`src/rtl/rom_coef_arbiter.sv`:
```
// rom_coef_arbiter: shares one synchronous coefficient ROM bank between
// NUM_REQ datapath channels. Accepts at most one read per cycle (round-robin
// or fixed priority), tracks the one-cycle ROM latency with a two-stage tag
// pipeline and returns each word to the channel that requested it.
//
// Ports:
//   clk, rst_n   clock, asynchronous active-low reset
//   prio_mode    0 = round-robin, 1 = fixed priority (lowest index wins)
//   req          per-channel level-sensitive read request
//   req_addr     channel i address in [i*ADDR_WIDTH +: ADDR_WIDTH]
//   gnt          registered one-hot acceptance pulse
//   rom_en       registered ROM read enable
//   rom_addr     registered ROM address
//   rom_data     ROM registered output (valid one cycle after rom_en)
//   rsp_valid    registered one-hot pulse: rsp_data belongs to channel i
//   rsp_data     registered coefficient word
module rom_coef_arbiter #(
    parameter int unsigned DATA_WIDTH = 32,
    parameter int unsigned ADDR_WIDTH = 5,
    parameter int unsigned NUM_REQ    = 2
) (
    input  logic                          clk,
    input  logic                          rst_n,
    input  logic                          prio_mode,
    input  logic [NUM_REQ-1:0]            req,
    input  logic [NUM_REQ*ADDR_WIDTH-1:0] req_addr,
    output logic [NUM_REQ-1:0]            gnt,
    output logic                          rom_en,
    output logic [ADDR_WIDTH-1:0]         rom_addr,
    input  logic [DATA_WIDTH-1:0]         rom_data,
    output logic [NUM_REQ-1:0]            rsp_valid,
    output logic [DATA_WIDTH-1:0]         rsp_data
);

    localparam int unsigned IDX_W = (NUM_REQ > 1) ? $clog2(NUM_REQ) : 1;

    typedef struct packed {
        logic             vld;
        logic [IDX_W-1:0] idx;
    } tag_t;

    logic [IDX_W-1:0]      last;
    tag_t                  tag_s1;
    tag_t                  tag_s2;

    logic                  any_req;
    logic                  hi_found;
    logic [IDX_W-1:0]      hi_idx;
    logic [IDX_W-1:0]      lo_idx;
    logic [IDX_W-1:0]      win_idx;
    logic [ADDR_WIDTH-1:0] win_addr;
    logic [NUM_REQ-1:0]    gnt_nxt;
    logic [NUM_REQ-1:0]    rsp_nxt;

    // Winner selection. lo_idx is the lowest set request (fixed-priority
    // winner and round-robin wrap-around); hi_idx is the lowest set request
    // above the last winner (round-robin without wrap).
    always_comb begin
        any_req  = |req;
        hi_found = 1'b0;
        hi_idx   = '0;
        lo_idx   = '0;
        for (int i = int'(NUM_REQ) - 1; i >= 0; i--) begin
            if (req[i]) begin
                lo_idx = IDX_W'(i);
                if (IDX_W'(i) > last) begin
                    hi_found = 1'b1;
                    hi_idx   = IDX_W'(i);
                end
            end
        end
        if (prio_mode) begin
            win_idx = lo_idx;
        end else begin
            win_idx = hi_found ? hi_idx : lo_idx;
        end
    end

    // Winner address mux and one-hot decodes for grant and response.
    always_comb begin
        win_addr = '0;
        gnt_nxt  = '0;
        rsp_nxt  = '0;
        for (int i = 0; i < int'(NUM_REQ); i++) begin
            if (IDX_W'(i) == win_idx) begin
                win_addr   = req_addr[i*ADDR_WIDTH +: ADDR_WIDTH];
                gnt_nxt[i] = any_req;
            end
            if (IDX_W'(i) == tag_s2.idx) begin
                rsp_nxt[i] = tag_s2.vld;
            end
        end
    end

    // Grant issue, tag pipeline and response capture.
    always_ff @(posedge clk or negedge rst_n) begin
        if (!rst_n) begin
            gnt       <= '0;
            rom_en    <= 1'b0;
            rom_addr  <= '0;
            last      <= IDX_W'(NUM_REQ - 1);
            tag_s1    <= '0;
            tag_s2    <= '0;
            rsp_valid <= '0;
            rsp_data  <= '0;
        end else begin
            gnt        <= gnt_nxt;
            rom_en     <= any_req;
            tag_s1.vld <= any_req;
            tag_s1.idx <= win_idx;
            if (any_req) begin
                rom_addr <= win_addr;
                last     <= win_idx;
            end
            tag_s2    <= tag_s1;
            rsp_valid <= rsp_nxt;
            // rom_data is only meaningful when the stage-2 tag is valid.
            if (tag_s2.vld) begin
                rsp_data <= rom_data;
            end
        end
    end

endmodule
```
`config.mk`:
```
export PLATFORM = sky130hd
export DESIGN_NAME = rom_coef_arbiter
export DESIGN_NICKNAME = d
export VERILOG_FILES = /design/src/rtl/rom_coef_arbiter.sv
export SDC_FILE = /design/constraint.sdc
export NUM_CORES = 1
export LEC_CHECK = 0
export ABC_CLOCK_PERIOD_IN_PS = 1400
export BUFFER_PORTS_ARGS = -buffer_cell sky130_fd_sc_hd__buf_2
export CAP_MARGIN = 20
export CORE_ASPECT_RATIO = 2
export CORE_MARGIN = 8
export CORE_UTILIZATION = 45
export DETAILED_ROUTE_END_ITERATION = 7
export HOLD_SLACK_MARGIN = 0.06
export PLACE_DENSITY = 0.79
export SLEW_MARGIN = 0
export SYNTH_ARGS = -nofsm -noshare
export SYNTH_HDL_FRONTEND = slang
export SYNTH_SLANG_ARGS = --single-unit
```
`constraint.sdc`:
```
create_clock -name clk -period 1.4 [get_ports clk]
set_input_delay 0.07 -clock clk [delete_from_list [all_inputs] [get_ports clk]]
set_output_delay 0.07 -clock clk [all_outputs]
set_load 0.005 [all_outputs]
```
==> results.ini, run 1 <==
[layout]
syn_to_final_growth_pct = 52.6
fin_cells = 295
final_area_um2 = 2740
drive_above_1_share_pct = 57.8
fillers = 292
num_antenna_cells = 0
final_util_pct = 71.4
final_net_count = 290
seq_area_um2 = 1150
multi_input_area_um2 = 562

[logic_synthesis]
synth.largest_area_cell = dfrtp_1
synth_area_um2 = 1800
synth_xor_xnor_area_share_pct = 0
ys_top_cells_by_area = dfrtp_1 (63%), mux2_2 (21%), buf_6 (3.1%), mux2_1 (2.5%), a21oi_2 (2.4%)
synthMuxAreaShare_pct = 23.2
yosys.area_share.simple_pct = 2.16
synth_nets = 161
synth-seq-area-share_pct = 64.1
syn_avg_cell_area_um2 = 15.8
synth_cell_type_count = 19
synth_top_family_by_area = multiplexers
yosys.area.top_type_share_pct = 62.6
syn-instance-count = 114
synthAdderAreaFrac_pct = 0
ys_seq_elements = 46
synth-compound-area-share_pct = 5.92
yosys_warnings = 0

[route]
drt_iter0_drc = 33
wl_per_cell_um = 15.5
drt-pass1-iter-count = 3
final_antenna_net_count = 0
vias = 1371
vias_per_cell = 4.65
finalWirelength_um = 4570
drc = 0

[floorplan]
die_h_um = 105
core_area_um2 = 3840
std_cell_rows = 32
ios = 89
fp.dieW_um = 60.7
dieArea_um2 = 6400
start_util_pct = 46.8

[power_and_ir_drop]
p_per_area_nw_per_um2 = 1020
p_leak_nw = 1.33
vdd_drop_max_v = 0.000702

[setup_path]
cp_slowest_cell = dfrtp_1
crit_family = flip-flops
crit_buf_inv = 1
cp.arrival_ns = 1.25
required_ns = 1.57
cp-start-kind = register
max_stage_delay_ns = 0.38
critical_path.max_fanout = 34
worstSetupPathType = register to register
crit_path_end_kind = register
path_cells = buf_12 -> mux2_2

[sta]
relSlewSlack_pct = 75.5
slew_viol_final = 0
fin_ws_ns = 0.328
fin_skew_ns = 0.00349
fin_setup_tns_ns = 0
min_period_ns = 1.07
setup_violations = 0
finalHoldViolCount = 0
fmax_ghz = 0.933
fin_crit_sh_pct = 76.5
grt_setup_unrepaired = no
worst_slew_pin_slew_ns = 0.368

[clock_network]
cts_resized = 0
numCtsBuffers = 5
root_buffer = clkbuf_8
clockBufferDepth = 2
cts_tree = built
clk_pin_slew_worst_paths_ns = 0.08
clock_latency_ns = 0.29
cts_sinks = 46
h-tree-depth = 2

[global_route]
antenna_found_initial = 0
grt_use_total_pct = 15.5
grt.overflow.total = 0
grt_pass1_wl_um = 7490
grt_max_degree = 35
grt_pass1_vias = 1581

[place]
dp_cells = 249
io_buffers = 88
place_congestion = 0.718
dpl_cell_area_um2 = 2270
place_worst_setup_slack_ns = 0.331
dp_hpwl_um = 3310

[status]
status = finished clean

[flow_run]
drv_cap = 0

[hold_path]
hp-class = input port to register

## path summary, 6_finish.rpt
kind / start / end / slack (ns) / cells past startpoint
max: tag_s2[1] / rsp_data[16] / 0.33 / 2
min: req_addr[0] / rom_addr[0] / 0.08 / 3
max reg2reg: tag_s2[1] / rsp_data[16] / 0.33 / 2
min reg2reg: tag_s1[0] / tag_s2[0] / 0.37 / 0
max in group asynchronous: rst_n / rsp_data[21] / 0.65 / 3
min in group asynchronous: rst_n / rsp_data[31] / 0.21 / 2
## stage by stage
step | hold WS, ns | total power [W]
final | 0.0840 | 0.00280
after global routing | 0.0775 | 0.00295
after CTS | 0.0737 | 0.00284
after detailed placement | 0.0124 | 0.00195
after global placement | 0.00542 | 0.00193
after floorplan | -0.226 | 0.00172
## report_power, final
part           leakage (nW)  switching, W  internal, W
registers             0.536     0.0000575      0.00144
logic                 0.743      0.000196     0.000302
clock network        0.0482      0.000400     0.000398
total                  1.33      0.000653      0.00214
## logic make-up after synthesis
family          Yosys count
buf+inv                  12
compound gates           13
mux                      37
flops                    46
simple gates              6
## tightest hold or removal path, delay by kind of cell
family          cells  cell delay, ns
compound gates      2            0.18
buf+inv             1            0.09
## synthesized netlist by cell type
| cell | number |
|---|---|
| o21ai_4 | 1 |
| a21boi_0 | 1 |
| buf_6 | 5 |
| dfstp_2 | 1 |
| and2_4 | 1 |
| inv_1 | 5 |
| buf_2 | 1 |
| and2_1 | 1 |
| a21oi_2 | 5 |
| o22ai_1 | 5 |
| and2_2 | 1 |
| mux2_2 | 33 |
| o21a_1 | 1 |
| mux2_1 | 4 |
| nor2b_1 | 1 |
| nor2_1 | 1 |
| clkbuf_1 | 1 |
| dfrtp_1 | 45 |
| or2_2 | 1 |
## layout make-up
cell class | count | area share (%)
Clock inverter | 1 | 0.182
Clock buffer | 7 | 3.15
Tap cell | 51 | 2.33
Inverter | 5 | 0.684
Multi-Input combinational cell | 56 | 20.5
Sequential cell | 46 | 42.0
Timing Repair Buffer | 129 | 31.2
## state kept, by name, summed over array words and instances, names as in the netlist
| register | cells |
|---|---|
| rsp_data | 32 |
| rom_addr | 5 |
| gnt | 2 |
| rsp_valid | 2 |
| tag_s1 | 2 |
| tag_s2 | 2 |
| last | 1 |
## per-layer routing
layer / vias up / global-route usage (%) / wire length, µm
li1: 647 / - / -
met1: 662 / 13.8 / 1460
met2: 54 / 28.2 / 2640
met3: 8 / 5.72 / 386
met4: 0 / 7.23 / 87
met5: - / 0 / 0
## layout by cell type, fill, tap and decap left out, drive strengths merged, types with 3 or more instances in the layout
master        n
a21oi         5
and2          3
buf          91
clkbuf        7
dfrtp        45
dlygate4sd3  38
inv           5
mux2         37
o22ai         5
## repair_timing
item	in CTS	in global routing
hold buffers	38	0
buffers inserted	0	0
hold endpoints to repair	52	0
(Power assumes the default switching activity.)
==> inputs of run 2 (changes only) <==
--- a/config.mk
+++ b/config.mk
@@ -5,15 +5,16 @@
 export SDC_FILE = /design/constraint.sdc
 export NUM_CORES = 1
 export LEC_CHECK = 0
-export ABC_CLOCK_PERIOD_IN_PS = 1400
+export ABC_AREA = 1
+export ABC_CLOCK_PERIOD_IN_PS = 900
 export BUFFER_PORTS_ARGS = -buffer_cell sky130_fd_sc_hd__buf_2
 export CAP_MARGIN = 20
 export CORE_ASPECT_RATIO = 2
 export CORE_MARGIN = 8
-export CORE_UTILIZATION = 45
+export CORE_UTILIZATION = 40
 export DETAILED_ROUTE_END_ITERATION = 7
 export HOLD_SLACK_MARGIN = 0.06
-export PLACE_DENSITY = 0.79
+export PLACE_DENSITY = 0.75
 export SLEW_MARGIN = 0
 export SYNTH_ARGS = -nofsm -noshare
 export SYNTH_HDL_FRONTEND = slang
==> constraint.sdc (replaced) <==
create_clock -name clk -period 0.9 [get_ports clk]
set_input_delay 0.045 -clock clk [delete_from_list [all_inputs] [get_ports clk]]
set_output_delay 0.045 -clock clk [all_outputs]
set_load 0.005 [all_outputs]
==> run 2 against run 1 <==
Compared with the run above: the flow now finishes with violations (setup timing); clock-buffer cell count unchanged; via count up 29%; cell area up 7.7%; largest cell class unchanged; synthesized cell count up 62%; global-route usage up 0.19 points; final cell count up 30%; register-to-register slack worse by 0.45 ns; sequential power up 56%; flip-flop and latch count unchanged; clock power up 82%; maximum frequency up 5.2%; critical path depth up 2.
==> results.ini, run 2 <==
[sta]
fin_crit_sh_pct = 113  ; +37 points
relSlewSlack_pct = 80.2  ; +4.7 points
slew_viol_final = 0  ; unchanged
worst_slew_pin_slew_ns = 0.297  ; -0.0712 ns
finalHoldViolCount = 0  ; unchanged
fmax_ghz = 0.982  ; +5.2%
min_period_ns = 1.02  ; -0.0528 ns
fin_ws_ns = -0.119  ; -0.447 ns
fin_setup_tns_ns = -1.23  ; -1.23 ns
setup_violations = 34  ; +34
grt_setup_unrepaired = yes
fin_skew_ns = 0.0100  ; +0.00653 ns

[route]
final_antenna_net_count = 0  ; unchanged
vias_per_cell = 4.62  ; -0.65%
vias = 1773  ; +29%
drt_iter0_drc = 124  ; +280%
drc = 0  ; unchanged
finalWirelength_um = 5830  ; +27%
drt-pass1-iter-count = 5  ; +2
wl_per_cell_um = 15.2  ; -2.1%

[logic_synthesis]
yosys.area_share.simple_pct = 27.4  ; +25 points
ys_top_cells_by_area = dfrtp_1 (65%), nand2_1 (24%), nand3_1 (2.9%), buf_6 (2.6%), dfstp_2 (1.5%)
synth_cell_type_count = 12  ; -7
yosys.area.top_type_share_pct = 64.7  ; +2.0 points
synth_common_cells = nand2_1 (110), dfrtp_1 (45), nand3_1 (10), inv_1 (5)
synth-edff-count = 0  ; unchanged
yosysMostFrequentCell = nand2_1
ys_seq_elements = 46  ; unchanged
syn-instance-count = 185  ; +62%
synth.largest_area_cell = dfrtp_1
synthAdderAreaFrac_pct = 0  ; unchanged
synth-seq-area-share_pct = 66.2  ; +2.1 points
yosys_warnings = 0  ; unchanged
synth_nets = 232  ; +44%
synth_top_family_by_area = simple AND/OR/NAND/NOR gates
async_flop_share_pct = 100  ; unchanged
syn_avg_cell_area_um2 = 9.41  ; -40%
synth_xor_xnor_area_share_pct = 0  ; unchanged
synth_area_um2 = 1740  ; -3.1%
synth-compound-area-share_pct = 1.44  ; -4.5 points
synth_top_flop_cell = dfrtp_1
synthMuxAreaShare_pct = 0  ; -23 points

[power_and_ir_drop]
power_frac_seq_pct = 50.4  ; -3.3 points
p_switching_w = 0.00111  ; +69%
p_int_w = 0.00355  ; +65%
p_leak_nw = 1.62  ; +22%
p_sw_share_pct = 23.8  ; +0.42 points
clkPwrFrac_pct = 31.1  ; +2.6 points
p_comb_share_pct = 18.5  ; +0.7 points
vdd_drop_max_v = 0.00126  ; +80%
p_per_area_nw_per_um2 = 1570  ; +54%

[global_route]
grt_pass1_vias = 1833  ; +16%
antenna_found_initial = 0  ; unchanged
grt_max_degree = 47  ; +34%
grt_pass1_wl_um = 8850  ; +18%
grt_use_total_pct = 15.6  ; +0.19 points
grt.overflow.total = 0  ; unchanged

[setup_path]
critical_path.max_fanout = 6  ; -82%
crit_path_end_kind = register
cp_slowest_cell = dfstp_2
cp.arrival_ns = 1.25  ; about the same
worstSetupPathType = register to register
max_stage_delay_ns = 0.56  ; +0.18 ns
required_ns = 1.13  ; -0.44 ns
cp-start-kind = register
path_cells = nor2_2 -> a21oi_4 -> nand2_1 -> nand3_1

[layout]
seq_area_um2 = 1150  ; +0.11%
top_regs = rsp_data x32, rom_addr x5
largest-register = rsp_data
final_area_um2 = 2960  ; +7.7%
layout_common_cells = nand2_1 (102), buf_2 (88), dfrtp_1 (44), dlygate4sd3_1 (44), nand3_1 (10)
drive_above_1_share_pct = 37.0  ; -21 points
fillers = 315  ; +7.9%
final_net_count = 376  ; +30%
final_common_cell = nand2_1
final_util_pct = 69.5  ; -1.9 points
syn_to_final_growth_pct = 69.7
multi_input_area_um2 = 524  ; -6.7%
largest_reg_flops = 32  ; unchanged
num_antenna_cells = 0  ; unchanged

[floorplan]
ios = 89  ; unchanged
die_h_um = 109  ; +3.7%
std_cell_rows = 34  ; +6.3%
fp.dieW_um = 62.7  ; +3.2%
core_area_um2 = 4250  ; +11%
start_util_pct = 40.9  ; -5.8 points
dieArea_um2 = 6850  ; +7.1%

[clock_network]
clock_latency_ns = 0.29  ; about the same
cts_tree = built
root_buffer = clkbuf_8
clockBufferDepth = 2  ; unchanged
numCtsBuffers = 5  ; unchanged
h-tree-depth = 2  ; unchanged
clk_pin_slew_worst_paths_ns = 0.08  ; about the same
cts_sinks = 46  ; unchanged

[status]
failed_checks = setup timing
status = finished with violations

[hold_path]
hp-class = input port to register

[place]
dp_hpwl_um = 3100  ; -6.3%
dpl_cell_area_um2 = 2250  ; -0.77%
place_congestion = 0.688  ; -4.2%
io_buffers = 88  ; unchanged

[flow_run]
drv_cap = 0  ; unchanged

==> run 2: cell types whose count changed after synthesis, moves of 3 or more <==
cell / previous run / this run
a21oi_2: 5 / 0
buf_2: 1 / 4
mux2_1: 4 / 0
mux2_2: 33 / 0
nand2_1: 0 / 110
nand3_1: 0 / 10
o22ai_1: 5 / 0
==> run 2: worst paths after layout <==
check | startpoint | to | slack (ns) | depth (start not counted)
setup / recovery | last | rom_addr[4] | -0.12 | 4
hold / removal | req[1] | last | 0.1 | 3
setup reg to reg | last | rom_addr[4] | -0.12 | 4
hold reg to reg | tag_s1[0] | tag_s2[0] | 0.37 | 0
max in group asynchronous | rst_n | last | 0.38 | 3
min in group asynchronous | rst_n | rom_addr[4] | 0.26 | 3
==> run 2: timing repair <==
item / in CTS / in global routing
endpoints found under the setup margin: 8 / 29
hold buffers: 44 / 0
pin swaps: 2 / 3
cloned: 0 / 4
gates resized for setup: 0 / 14
setup buffers: 0 / 5
hold endpoints to repair: 86 / 0
==> run 2: power by group through the flow <==
stage               combinational (W)  sequential (W)  clock [W]
floorplan                    0.000226         0.00238          0
global placement             0.000599         0.00236          0
detailed placement           0.000615         0.00237          0
CTS                          0.000758         0.00233    0.00149
global route                 0.000963         0.00236    0.00157
finish                       0.000861         0.00234    0.00145
==> run 2: cell type report <==
class,count,area share (%)
clock buffer,7,2.58
timing repair buffer,145,36.4
multi-input combinational,125,17.7
inverter,6,0.931
clock inverter,1,1.02
tap,54,2.29
sequential,46,39.0
==> run 2: cells by family (layout without fill, tap and decap cells) <==
kind of cell	count (synthesis)	in the layout
buffers and inverters	14	159
AO/OA/AOI/OAI	2	2
flip-flops	46	46
AND/OR/NAND/NOR	123	123
==> run 2: through the flow <==
step                std cells  worst slack (ns)  power [W]  hold slack, ns
detailed placement        323           -0.0934    0.00298          0.0417
global placement          323           -0.0516    0.00296          0.0393
global route              384            -0.159    0.00490           0.110
floorplan                 185           -0.0142    0.00261          -0.251
finish                    384            -0.119    0.00465          0.0961
CTS                       375            -0.106    0.00457          0.0772
==> run 2: routing by layer <==
metal / global-route usage (%) / part of all wire [%] / vias up / wire, µm
li1: - / - / 848 / -
met2: 27.1 / 51 / 103 / 2980
met4: 4.43 / 0.72 / 0 / 42
met3: 6.12 / 9.7 / 3 / 565
met1: 17.5 / 39 / 819 / 2250
met5: 0 / 0 / - / 0
==> run 2: worst max-delay path, delay by kind of cell (launching register included) <==
family	cells	cell delay, ns
and+or+nand+nor	3	0.21
DFF	1	0.56
AOI/OAI and AO/OA	1	0.19
==> inputs of run 3 (changes only) <==
--- a/config.mk
+++ b/config.mk
@@ -14,6 +14,7 @@
 export CORE_UTILIZATION = 40
 export DETAILED_ROUTE_END_ITERATION = 7
 export HOLD_SLACK_MARGIN = 0.06
+export MAX_ROUTING_LAYER = met4
 export PLACE_DENSITY = 0.75
 export SLEW_MARGIN = 0
 export SYNTH_ARGS = -nofsm -noshare
==> run 3 against run 2 <==
Compared with the run above: the flow still finishes with violations (setup timing); clock power about the same; non-clock buffer count unchanged; cell area rose by 2.2%; final cell count did not move; flip-flop and latch count unchanged; global-route usage increased by 0.49 points; maximum frequency up 0.78%; critical endpoint unchanged; highest routed layer unchanged.
==> results.ini, run 3 (synthesized netlist as in run 2, its figures left out) <==
[setup_path]
required_ns = 1.13  ; about the same
crit_path_end_kind = register
r2r_setup_slack_ns = -0.11  ; about the same
cp.arrival_ns = 1.24  ; about the same
cp-start-kind = register
worstSetupPathType = register to register
critical_path.max_fanout = 6  ; unchanged

[layout]
top_regs = rsp_data x32, rom_addr x5
largest_reg_flops = 32  ; unchanged
syn_to_final_growth_pct = 73.3
final_net_count = 376  ; unchanged
drive_above_1_share_pct = 42.4  ; +5.5 points
fin_cells = 384  ; unchanged
final_util_pct = 71.0  ; +1.5 points
fillers = 305  ; -3.2%
largest-register = rsp_data
layout_common_cells = buf_2 (88), nand2_1 (85), dfrtp_1 (44), dlygate4sd3_1 (44), nand2_2 (22)
num_antenna_cells = 0  ; unchanged
multi_input_area_um2 = 584  ; +11%
final_common_cell = buf_2
seq_area_um2 = 1150  ; unchanged

[route]
wl_met2_um = 3060  ; +2.9%
drt-pass1-iter-count = 4  ; -1
final_antenna_net_count = 0  ; unchanged
met1_length_um = 2500  ; +11%
finalWirelength_um = 6080  ; +4.3%
wl_per_cell_um = 15.8  ; +4.3%
route.top_layer_used = met4
drc = 0  ; unchanged
drt_iter0_drc = 188  ; +52%
vias = 1812  ; +2.2%
vias_per_cell = 4.72  ; +2.2%
met3WireLength_um = 438  ; -22%

[floorplan]
fp.dieW_um = 62.7  ; unchanged
dieArea_um2 = 6850  ; unchanged
start_util_pct = 40.9  ; unchanged
core_area_um2 = 4250  ; unchanged
std_cell_rows = 34  ; unchanged
ios = 89  ; unchanged
die_h_um = 109  ; unchanged

[power_and_ir_drop]
p_switching_w = 0.00115  ; +3.8%
p_sw_share_pct = 24.4  ; +0.63 points
p_leak_nw = 1.65  ; +1.9%
clkPwrFrac_pct = 30.8  ; -0.3 points
p_comb_share_pct = 19.0  ; +0.5 points
power_frac_seq_pct = 50.1  ; -0.3 points
p_int_w = 0.00356  ; +0.33%
vdd_drop_max_v = 0.00125  ; -1.3%
p_per_area_nw_per_um2 = 1560  ; -0.97%

[status]
status = finished with violations
failed_checks = setup timing

[flow_run]
drv_cap = 0  ; unchanged

[sta]
min_period_ns = 1.01  ; -0.00791 ns
setup_violations = 42  ; +24%
fin_setup_tns_ns = -2.62  ; -1.39 ns
relSlewSlack_pct = 80.1  ; about the same
worst_slew_pin_slew_ns = 0.298  ; +0.000655 ns
fin_skew_ns = 0.00929  ; -0.000737 ns
fmax_ghz = 0.989  ; +0.78%
finalHoldViolCount = 0  ; unchanged
fin_ws_ns = -0.111  ; +0.00791 ns
grt_setup_unrepaired = yes
fin_crit_sh_pct = 112  ; -0.88 points
slew_viol_final = 0  ; unchanged

[clock_network]
root_buffer = clkbuf_8
clock_latency_ns = 0.29  ; about the same
h-tree-depth = 2  ; unchanged
cts_tree = built
clockBufferDepth = 2  ; unchanged
numCtsBuffers = 5  ; unchanged
clk_pin_slew_worst_paths_ns = 0.08  ; about the same
cts_sinks = 46  ; unchanged

[place]
dp_cells = 323  ; unchanged
dp_hpwl_um = 3100  ; unchanged
place_congestion = 0.695  ; +1.0%
io_buffers = 88  ; unchanged

[global_route]
grt_max_degree = 47  ; unchanged
antenna_found_initial = 0  ; unchanged
grt_pass1_vias = 1838  ; +0.27%
grt_pass1_wl_um = 8850  ; unchanged
grt.overflow.total = 0  ; unchanged
grt_use_total_pct = 16.1  ; +0.49 points

[hold_path]
hp-class = input port to register

## run 3: changes by cell type in the layout (fill, tap and decap cells not counted), sizes merged
cell	change
clkinv	+1
inv	-1
## run 3: final cells by class
cell class | instances | share of cell area (%)
clock buffer | 7 | 2.53
clock inverter | 1 | 0.995
inverter | 6 | 0.912
multi-input combinational | 125 | 19.4
sequential | 46 | 38.2
tap | 54 | 2.24
timing repair buffer | 145 | 35.8
## run 3: power by group through the flow
stage | Sequential (W) | Combinational [W] | Clock (W)
3_3_place_gp | 0.00236 | 0.000599 | 0
6_report | 0.00236 | 0.000895 | 0.00145
3_5_place_dp | 0.00237 | 0.000615 | 0
2_1_floorplan | 0.00238 | 0.000226 | 0
5_1_grt | 0.00238 | 0.000991 | 0.00157
4_1_cts | 0.00233 | 0.000758 | 0.00149
## run 3: final timing paths
path                            cells past startpoint          end      start
worst max-delay path                                4  rom_addr[4]       last
worst min-delay path                                3         last     req[1]
worst max register to register                      4  rom_addr[4]       last
worst min register to register                      0    tag_s2[0]  tag_s1[0]
max in group asynchronous                           3         last      rst_n
min in group asynchronous                           3  rom_addr[1]      rst_n
## run 3: critical path, stage by stage (launching register included)
cell and delay (ns):
dfstp_2 0.56, nor2_2 0.05, a21oi_4 0.18, nand2_1 0.09, nand3_1 0.07
## run 3: timing repair
action / 4_1_cts / 5_1_grt
pin swaps: 2 / 5
setup buffers: 0 / 5
hold buffers: 44 / 0
gates cloned: 0 / 4
resized for setup: 0 / 38
endpoints found under the hold margin: 86 / 0
setup endpoints to repair: 8 / 29
## run 3: stage by stage
step                      setup slack (ns)  total power (W)  area (µm²)  hold slack, ns
after floorplan                    -0.0142          0.00261        1740          -0.251
final                               -0.111          0.00471        3020          0.0890
after global routing                -0.159          0.00494        3020           0.109
after detailed placement           -0.0934          0.00298        2250          0.0417
after global placement             -0.0516          0.00296        2250          0.0393
after CTS                           -0.106          0.00457        2800          0.0772
## run 3: metal layers
layer | GRT usage, % | vias up
li1 | - | 847
met4 | 4.43 | 0
met3 | 4.90 | 9
met2 | 27.0 | 93
met5 | - | -
met1 | 18.3 | 863
